File: config.mk
export PLATFORM = sky130hd
export DESIGN_NAME = trap_ctrl_flat
export DESIGN_NICKNAME = d
export VERILOG_FILES = /design/src/rtl/trap_ctrl_pkg.sv /design/src/rtl/trap_ctrl_if.sv /design/src/rtl/trap_ctrl_irq_edge.sv /design/src/rtl/trap_ctrl.sv /design/src/flat_wrapper.sv
export SDC_FILE = /design/constraint.sdc
export NUM_CORES = 1
export LEC_CHECK = 0
export CAP_MARGIN = 40
export CORE_MARGIN = 2
export CORE_UTILIZATION = 39
export DETAILED_ROUTE_END_ITERATION = 7
export PLACE_DENSITY = 0.91
export SLEW_MARGIN = 0
export SYNTH_ARGS = -nofsm -noshare
export SYNTH_HDL_FRONTEND = slang
export SYNTH_HIERARCHICAL = 1
export SYNTH_SLANG_ARGS = --single-unit
File: constraint.sdc
create_clock -name clk -period 4.05 [get_ports clk]
set_input_delay 1.215 -clock clk [delete_from_list [all_inputs] [get_ports clk]]
set_output_delay 1.215 -clock clk [all_outputs]
set_load 0.05 [all_outputs]
File: src/rtl/trap_ctrl_pkg.sv
// Shared definitions for the trap controller: FSM states and cause encodings.
package zktc_trap_pkg;

  localparam int unsigned CAUSE_W = 4;

  typedef enum logic [1:0] {
    ST_RUN,
    ST_TRAP,
    ST_RFI,
    ST_SETTLE
  } trap_state_e;

  localparam logic [CAUSE_W-1:0] CAUSE_ILLEGAL  = 4'h0;
  localparam logic [CAUSE_W-1:0] CAUSE_ECALL    = 4'h1;
  localparam logic [CAUSE_W-1:0] CAUSE_IRQ_BASE = 4'h8;

  function automatic logic [CAUSE_W-1:0] irq_cause(input logic [2:0] idx);
    return CAUSE_IRQ_BASE | {1'b0, idx};
  endfunction

endpackage

File: src/rtl/trap_ctrl_if.sv
// Pipeline <-> trap controller signal bundle; master is the pipeline side.
interface trap_ctrl_if
  import zktc_trap_pkg::*;
#(
  parameter int unsigned NIRQ = 4
);
  logic               retire;
  logic               ecall;
  logic               illegal;
  logic               rfi_req;
  logic [NIRQ-1:0]    irq;
  logic [15:0]        psr;
  logic               trap;
  logic               rfi;
  logic [CAUSE_W-1:0] cause;
  logic               flush;
  logic [NIRQ-1:0]    pending;

  modport master (
    output retire, ecall, illegal, rfi_req, irq, psr,
    input  trap, rfi, cause, flush, pending
  );

  modport slave (
    input  retire, ecall, illegal, rfi_req, irq, psr,
    output trap, rfi, cause, flush, pending
  );
endinterface

File: src/rtl/trap_ctrl_irq_edge.sv
// Per-line rising-edge detector with a sticky pending flag; a new edge beats a clear.
module trap_irq_edge (
  input  logic clk,
  input  logic rst,
  input  logic arm,
  input  logic irq,
  input  logic clr,
  output logic pending
);
  logic prev;

  always_ff @(posedge clk) begin
    if (rst) begin
      prev    <= 1'b0;
      pending <= 1'b0;
    end else begin
      prev <= irq;
      if (arm && irq && !prev)
        pending <= 1'b1;
      else if (clr)
        pending <= 1'b0;
    end
  end
endmodule

File: src/rtl/trap_ctrl.sv
// Trap/return-from-trap sequencer: picks exceptions and interrupts at instruction
// boundaries and pulses the control-register file.
module trap_ctrl
  import zktc_trap_pkg::*;
#(
  parameter int unsigned NIRQ = 4
) (
  input  logic        clk,
  input  logic        rst,
  trap_ctrl_if.slave  bus
);
  trap_state_e        state, state_nx;
  logic [CAUSE_W-1:0] cause_q, cause_nx;
  logic [NIRQ-1:0]    pend, take;
  logic               armed;
  logic               irq_hit;
  logic [2:0]         irq_idx;
  logic               unused_psr;

  assign unused_psr = ^{bus.psr[15:2], bus.psr[0]};

  // Edge samples are zero out of reset; the first cycle after release only
  // loads them, so a line held high through reset does not look like an edge.
  always_ff @(posedge clk) begin
    if (rst) armed <= 1'b0;
    else     armed <= 1'b1;
  end

  for (genvar g = 0; g < NIRQ; g++) begin : g_line
    trap_irq_edge u_edge (
      .clk     (clk),
      .rst     (rst),
      .arm     (armed),
      .irq     (bus.irq[g]),
      .clr     (take[g]),
      .pending (pend[g])
    );
  end

  always_comb begin
    irq_hit = 1'b0;
    irq_idx = '0;
    for (int unsigned i = NIRQ; i > 0; i--) begin
      if (pend[i-1]) begin
        irq_hit = 1'b1;
        irq_idx = 3'(i - 1);
      end
    end
  end

  always_ff @(posedge clk) begin
    if (rst) begin
      state   <= ST_RUN;
      cause_q <= '0;
    end else begin
      state   <= state_nx;
      cause_q <= cause_nx;
    end
  end

  always_comb begin
    state_nx = state;
    cause_nx = cause_q;
    take     = '0;
    unique case (state)
      ST_RUN: begin
        if (bus.retire) begin
          if (bus.illegal) begin
            state_nx = ST_TRAP;
            cause_nx = CAUSE_ILLEGAL;
          end else if (bus.ecall) begin
            state_nx = ST_TRAP;
            cause_nx = CAUSE_ECALL;
          end else if (bus.rfi_req) begin
            state_nx = ST_RFI;
          end else if (irq_hit && !bus.psr[1]) begin
            state_nx = ST_TRAP;
            cause_nx = irq_cause(irq_idx);
            take     = NIRQ'(1) << irq_idx;
          end
        end
      end
      ST_TRAP:   state_nx = ST_SETTLE;
      ST_RFI:    state_nx = ST_SETTLE;
      ST_SETTLE: state_nx = ST_RUN;
      default:   state_nx = ST_RUN;
    endcase
  end

  assign bus.trap    = (state == ST_TRAP);
  assign bus.rfi     = (state == ST_RFI);
  assign bus.flush   = (state != ST_RUN);
  assign bus.cause   = cause_q;
  assign bus.pending = pend;
endmodule

File: src/flat_wrapper.sv
// flat-port wrapper written by rule: the top's interface ports become plain ports
module trap_ctrl_flat import zktc_trap_pkg::*;
#(
  parameter int unsigned NIRQ = 4
)
  (clk, rst, bus_retire, bus_ecall, bus_illegal, bus_rfi_req, bus_irq, bus_psr, bus_trap, bus_rfi, bus_cause, bus_flush, bus_pending);
  trap_ctrl_if #(.NIRQ(NIRQ)) bus_i ();
  input  logic clk;
  input  logic rst;
  input wire logic [$bits(bus_i.retire)-1:0] bus_retire;
  input wire logic [$bits(bus_i.ecall)-1:0] bus_ecall;
  input wire logic [$bits(bus_i.illegal)-1:0] bus_illegal;
  input wire logic [$bits(bus_i.rfi_req)-1:0] bus_rfi_req;
  input wire logic [$bits(bus_i.irq)-1:0] bus_irq;
  input wire logic [$bits(bus_i.psr)-1:0] bus_psr;
  output wire logic [$bits(bus_i.trap)-1:0] bus_trap;
  output wire logic [$bits(bus_i.rfi)-1:0] bus_rfi;
  output wire logic [$bits(bus_i.cause)-1:0] bus_cause;
  output wire logic [$bits(bus_i.flush)-1:0] bus_flush;
  output wire logic [$bits(bus_i.pending)-1:0] bus_pending;
  assign bus_i.retire = bus_retire;
  assign bus_i.ecall = bus_ecall;
  assign bus_i.illegal = bus_illegal;
  assign bus_i.rfi_req = bus_rfi_req;
  assign bus_i.irq = bus_irq;
  assign bus_i.psr = bus_psr;
  assign bus_trap = bus_i.trap;
  assign bus_rfi = bus_i.rfi;
  assign bus_cause = bus_i.cause;
  assign bus_flush = bus_i.flush;
  assign bus_pending = bus_i.pending;
  trap_ctrl #(.NIRQ(NIRQ)) u_core (.clk(clk), .rst(rst), .bus(bus_i));
endmodule
# After elaboration in Yosys (flattened, before gate mapping)
# Cells that the tools add are included.
# classes
shift,1
muxes,33
reduce_logical,24
eq_ne,6
# op_table
op,n
$mux 4,10
$mux 2,9
$mux 1,13
$reduce_bool 2->1,5
$logic_and 1x1->1,9
$pmux 2 s3,1
$logic_not 1->1,5
$ne 5x4->1 const B,1
$eq 2x2->1 const B,2
$reduce_and 4->1,1
$shl 1x2->4 const A,1
$ne 3x3->1 const B,1
$reduce_bool 3->1,1
$eq 2x1->1 const B,1
$logic_not 2->1,1
$ne 2x2->1 const B,1
$reduce_and 2->1,1
$reduce_or 2->1,1
# totals
out_inout_bits,11
wordCells,75
inputBits,26
reg_bits,15

# Longest topological paths before layout
# depth
depth_word,13
ltp_mapped,7
depth_no_buf,7

# By module
# The synthesis kept the hierarchy.
# modules_own_cells
mod,cells_per_inst,seq_area_each_um2,area_per_inst_um2,n_inst
trap_ctrl,52,120.1,399.1,1
trap_irq_edge,6,40.0,65.1,4

# Least setup slack after synthesis
# OpenSTA, ideal clock, no wires.
# synth_timing
kind,input port to flip-flop
start,in bus_ecall
end,reg u_core.g_line[3].u_edge.pending
required_ps,3932
slack_ps,1537
setup_time_ps,118
path_buffers,0
arrival_time_ps,2394
cell_stages,6
path_cell_list,nor2_2 > nand4_1 > or4_1 > a211oi_1 > nand2b_1 > a21oi_1
# synth_between
elab_chain_cells,5
# synth_lines
element,line_no,text
from (decl),flat_wrapper.sv:11,input wire logic [$bits(bus_i.ecall)-1:0] bus_ecall;
$mux 4,trap_ctrl.sv:71,end else if (bus.ecall) begin
$mux 4,trap_ctrl.sv:68,if (bus.illegal) begin
$mux 4,trap_ctrl.sv:67,if (bus.retire) begin
$mux 4,trap_ctrl.sv:65,unique case (state)
named net u_core.take[3],trap_ctrl.sv:14,"logic [NIRQ-1:0] pend, take;"
$reduce_bool 2->1 (no line),--,
to (signal assigned),trap_ctrl_irq_edge.sv:15,pending <= 1'b0;
to (signal assigned),trap_ctrl_irq_edge.sv:19,pending <= 1'b1;
to (signal assigned),trap_ctrl_irq_edge.sv:21,pending <= 1'b0;
to (decl),trap_ctrl_irq_edge.sv:8,output logic pending
# The timed path passes the listed nets, and every way through them passes these cells.
# A chain may end at the register's enable or synchronous reset.

# Worst setup path after layout
# layout_timing
start,reg u_core.state[0]
end,out bus_flush
# layout_between
elab_chain_cells,1
# layout_lines
element,line_no,text
from (decl),trap_ctrl.sv:12,"trap_state_e state, state_nx;"
from (signal assigned),trap_ctrl.sv:56,state <= state_nx;
$reduce_bool 2->1,trap_ctrl.sv:92,assign bus.flush = (state != ST_RUN);
to (decl),flat_wrapper.sv:19,output wire logic [$bits(bus_i.flush)-1:0] bus_flush;
# Every way passes these cells.

==> impl.org <==
** Clock tree
- For the worst-skew pair, the clock arrives at the later sink with an insertion delay of 0.27 ns.
- Number of levels the H-tree was split into :: 1
- Number of buffers inserted to repair setup after CTS :: 0
- Counting every sink on the clock net gives 14.
- Root buffer cell :: sky130_fd_sc_hd__clkbuf_4
- In this run, CTS created clock tree buffers numbering 3.
- Largest buffer count on any clock path :: 2
- Clock tree from TritonCTS :: built
- Post-CTS Hold Fix Bufs :: 0
- Clock-pin slew was measured on the worst setup and hold paths at 0.08 ns.
- Post-CTS repair changed the size of 0 cells.

** Global route
- Vias in the first global route :: 573
- The initial antenna violation count came to 0.
- In the global route stage, overall resource usage came out at 14.39%.
- The first global-routing pass estimated 2139 um of wire.
- Entering global routing, the biggest net connects 15 pins.
- The total overflow left after global routing is 0.

** Yosys
- Counting every net in the synthesized netlist gives 105.
- In this run, synthesis inferred 0 flip-flops with an integrated enable.
- Yosys printed 6 warnings.
- In this run the biggest area consumer among cell types represents 42.50% of the synthesized area.
- In this run the cell area of the synthesized design comes to 659.4 um2.
- Share of synthesized area occupied by flip-flops and latches :: 42.50%
- Most used standard cell by instance count after synthesis :: sky130_fd_sc_hd__dfxtp_1
- Post-synthesis sequential element count :: 14
- After synthesis, the mean cell area works out to 8.676 um2.
- sky130_fd_sc_hd__dfxtp_1 takes more of the synthesized area than any other cell.
- For this run, asynchronously set or reset flops after synthesis account for 0%.
- Commonest cells in the synthesized netlist :: 14 x sky130_fd_sc_hd__dfxtp_1, 9 x sky130_fd_sc_hd__nor2_1, 7 x sky130_fd_sc_hd__inv_1, 6 x sky130_fd_sc_hd__a21oi_1
- Sorting the synthesized cells by area gives the leading types as sky130_fd_sc_hd__dfxtp_1 43%, sky130_fd_sc_hd__ha_1 5.7%, sky130_fd_sc_hd__nor2_1 5.1%.
- Gate count after technology mapping :: 76
- Among all flip-flop cells after synthesis, the most frequent one is sky130_fd_sc_hd__dfxtp_1.
- Distinct cell type count of the synthesized netlist :: 25

** Pwr
- In this run the power density over the cells is 544.9 nW/um2.
- In this run the static leakage power is 0.3508 nW.
- VDD sags by at most 0.2174 mV.

** STA
- For the pin with the worst max-slew slack, the measured transition is 0.5141 ns.
- After routing, the total negative slack on setup checks comes to 0 ns.
- Period minus WS final :: 3.085 ns
- Setup violators final :: 0
- In the post-route analysis, the smallest setup slack over all paths is 0.9645 ns.
- The total count of max-transition violations in the final report was 0.
- The clock arrives with 0.003703 ns of skew.
- Setup repair after global routing left no endpoint under its margin.
- Static timing analysis puts the maximum clock frequency at 324.1 MHz.
- After layout, the worst path uses 76.18% of the clock period.
- Worst rel slew slack :: 65.62%
- Endpoints failing hold :: 0

** Critical path
- The number of cells on the worst reg-to-reg path is 7.
- Critical path required time :: 2.83 ns
- The kind of cell with the highest combined delay along the critical path is buffers and inverters.
- In this design, the critical path's most frequently occurring cell is sky130_fd_sc_hd__inv_1.
- Worst Setup Start Kind :: register
- Endpoint arrival time on the critical path :: 1.87 ns
- The critical path is of the register to output pin type.
- Depth of the critical timing path with buffers and inverters included :: 4
- Worst setup EP type :: output pin
- The critical path starts at u_core/state[0].
- Walking the worst path, the cells encountered are inv_1 -> ha_1 -> inv_1 -> clkdlybuf4s50_1.
- Largest fanout of any net on the critical path :: 8
- Worst flop-to-flop path startpoint :: u_core/state[0]
- The largest single stage delay on the critical path is 0.80 ns.
- Counting both buffers and inverters, the worst setup path holds a total of 3.
- On the critical path, the stage with the largest delay is an instance of sky130_fd_sc_hd__clkdlybuf4s50_1.

** Floorplanning
- For this design the top-level I/O count stands at 37.
- In this run the standard cell core region covers 1541 um2.
- The die covers 2036 um2.
- The initial utilization of the core area, before any placement, comes to 42.78%.
- The die is 45.12 um tall.
- Number of rows created at floorplan :: 14
- The die is 45.12 um wide.

** Place
- Buffers placed on the I/O ports in this run total 20.
- Worst setup slack before clock tree synthesis :: 0.8779 ns
- Final weighted congestion of routability-driven global placement :: 0.7902
- HPWL reported at the end of detailed placement :: 984.8 um

** Job
- The tool flagged a number of max-cap violations equal to 0.

** Layout
- Number of fill cells :: 136
- Share of post-route cells with drive strength above 1 :: 7.071%
- Final antenna diode count :: 0
- Layout overhead on the synthesized area :: 37.76%
- Final net count :: 129
- Utilization after layout :: 58.93%

** Routing
- Antenna-violating nets left :: 0
- Detailed Route WL :: 1257 um
- The routed layout has 594 vias.
- After detailed routing, the number of remaining DRC violations is 0.
- In the routed layout, each cell is associated on average with a via count of 5.165.
- After the first detailed-routing iteration, the DRC count stood at 8.
- Post-DR wirelength/cell :: 10.93 um
- The first detailed-routing pass took 4 iterations.

** Outcome
- The flow ran to the end, and the final reports show no timing, DRC or antenna violations.

** Worst hold path
- Along the worst hold path, the cell count comes to 2.
- Worst min path class :: register to register
- Worst min-delay path startpoint :: u_core/bus.cause[1]
## through the flow
stage | power, W | hold WS, ns | instance area, um2 | cells
after floorplan | 0.0003391 | 0.4649 | 659.4 | 76
after global placement | 0.0003948 | 0.4451 | 872.1 | 111
after detailed placement | 0.0004018 | 0.4599 | 872.1 | 111
after CTS | 0.0004997 | 0.4678 | 908.4 | 115
after global routing | 0.0005317 | 0.4989 | 908.4 | 115
final | 0.0004950 | 0.4640 | 908.4 | 115
## cell families after synthesis
family | Yosys count | synth area share [%]
other | 1 | 0.5687
DFF | 14 | 42.50
AOI/OAI and AO/OA | 15 | 15.37
adders and majority gates | 3 | 5.693
and+or+nand+nor | 33 | 27.70
muxes | 2 | 3.036
buffers and inverters | 8 | 5.124
## area by class of cell
class,instances,area (um2),share of cell area [%]
clock buffers,4,36.28,3.994
inverters,7,26.28,2.893
flip-flops and latches,14,280.3,30.85
multi-input cells,54,345.3,38.02
well taps,16,20.02,2.204
repair buffers,20,200.2,22.04
## cell usage in the layout, fill, tap and decap left out
cell,count
sky130_fd_sc_hd__clkdlybuf4s50_1,20
sky130_fd_sc_hd__dfxtp_1,14
sky130_fd_sc_hd__nor2_1,9
sky130_fd_sc_hd__inv_1,7
sky130_fd_sc_hd__a21oi_1,6
sky130_fd_sc_hd__nand2b_1,5
sky130_fd_sc_hd__nor2b_1,5
sky130_fd_sc_hd__nand2_1,4
sky130_fd_sc_hd__nand3b_1,4
sky130_fd_sc_hd__clkbuf_4,3
sky130_fd_sc_hd__ha_1,3
sky130_fd_sc_hd__nor3_1,2
sky130_fd_sc_hd__mux2i_1,2
sky130_fd_sc_hd__a31oi_1,2
sky130_fd_sc_hd__clkbuf_8,1
sky130_fd_sc_hd__nor2_2,1
sky130_fd_sc_hd__nand4_1,1
sky130_fd_sc_hd__or4_1,1
sky130_fd_sc_hd__a211oi_1,1
sky130_fd_sc_hd__o21ai_0,1
sky130_fd_sc_hd__or4_4,1
sky130_fd_sc_hd__a41oi_1,1
sky130_fd_sc_hd__o31a_1,1
sky130_fd_sc_hd__a311o_1,1
sky130_fd_sc_hd__o22ai_1,1
sky130_fd_sc_hd__a211oi_2,1
sky130_fd_sc_hd__conb_1,1
## layer usage
layer / wire [um] / global-route usage [%] / up-vias
met3: 96 / 2.400 / 2
li1: - / - / 305
met1: 507 / 15.84 / 264
met4: 4 / 8.235 / 0
met5: 0 / 0 / -
met2: 649 / 25.71 / 23
## worst paths after layout
path / to / slack [ns]
max: bus_flush / 0.96
min: u_core/bus.cause[1] / 0.46
max reg2reg: u_core/g_line[3].u_edge/pending / 2.06
min reg2reg: u_core/bus.cause[1] / 0.46
## power breakdown
part            total, W  internal, W  leakage, nW  switching [W]
sequential      0.000166     0.000154        0.116      0.0000119
combinational   0.000232    0.0000885        0.214       0.000143
clock          0.0000974    0.0000546       0.0210      0.0000428
total           0.000495     0.000297        0.351       0.000198
## state kept, by name, indices dropped and copies added (netlist names)
register,count
u_core/bus.cause,3
u_core/armed,1
u_core/state,2
u_core/g_line.u_edge/prev,4
u_core/g_line.u_edge/pending,4
## worst register-to-register path: stages, from the launching register on
cell                       delay, ns
sky130_fd_sc_hd__dfxtp_1        0.33
sky130_fd_sc_hd__inv_1          0.08
sky130_fd_sc_hd__ha_1           0.29
sky130_fd_sc_hd__nand4_1        0.18
sky130_fd_sc_hd__or4_1          0.56
sky130_fd_sc_hd__a211oi_1       0.24
sky130_fd_sc_hd__nand2b_1       0.14
sky130_fd_sc_hd__a21oi_1        0.05
Power figures use the tool's default switching activity.
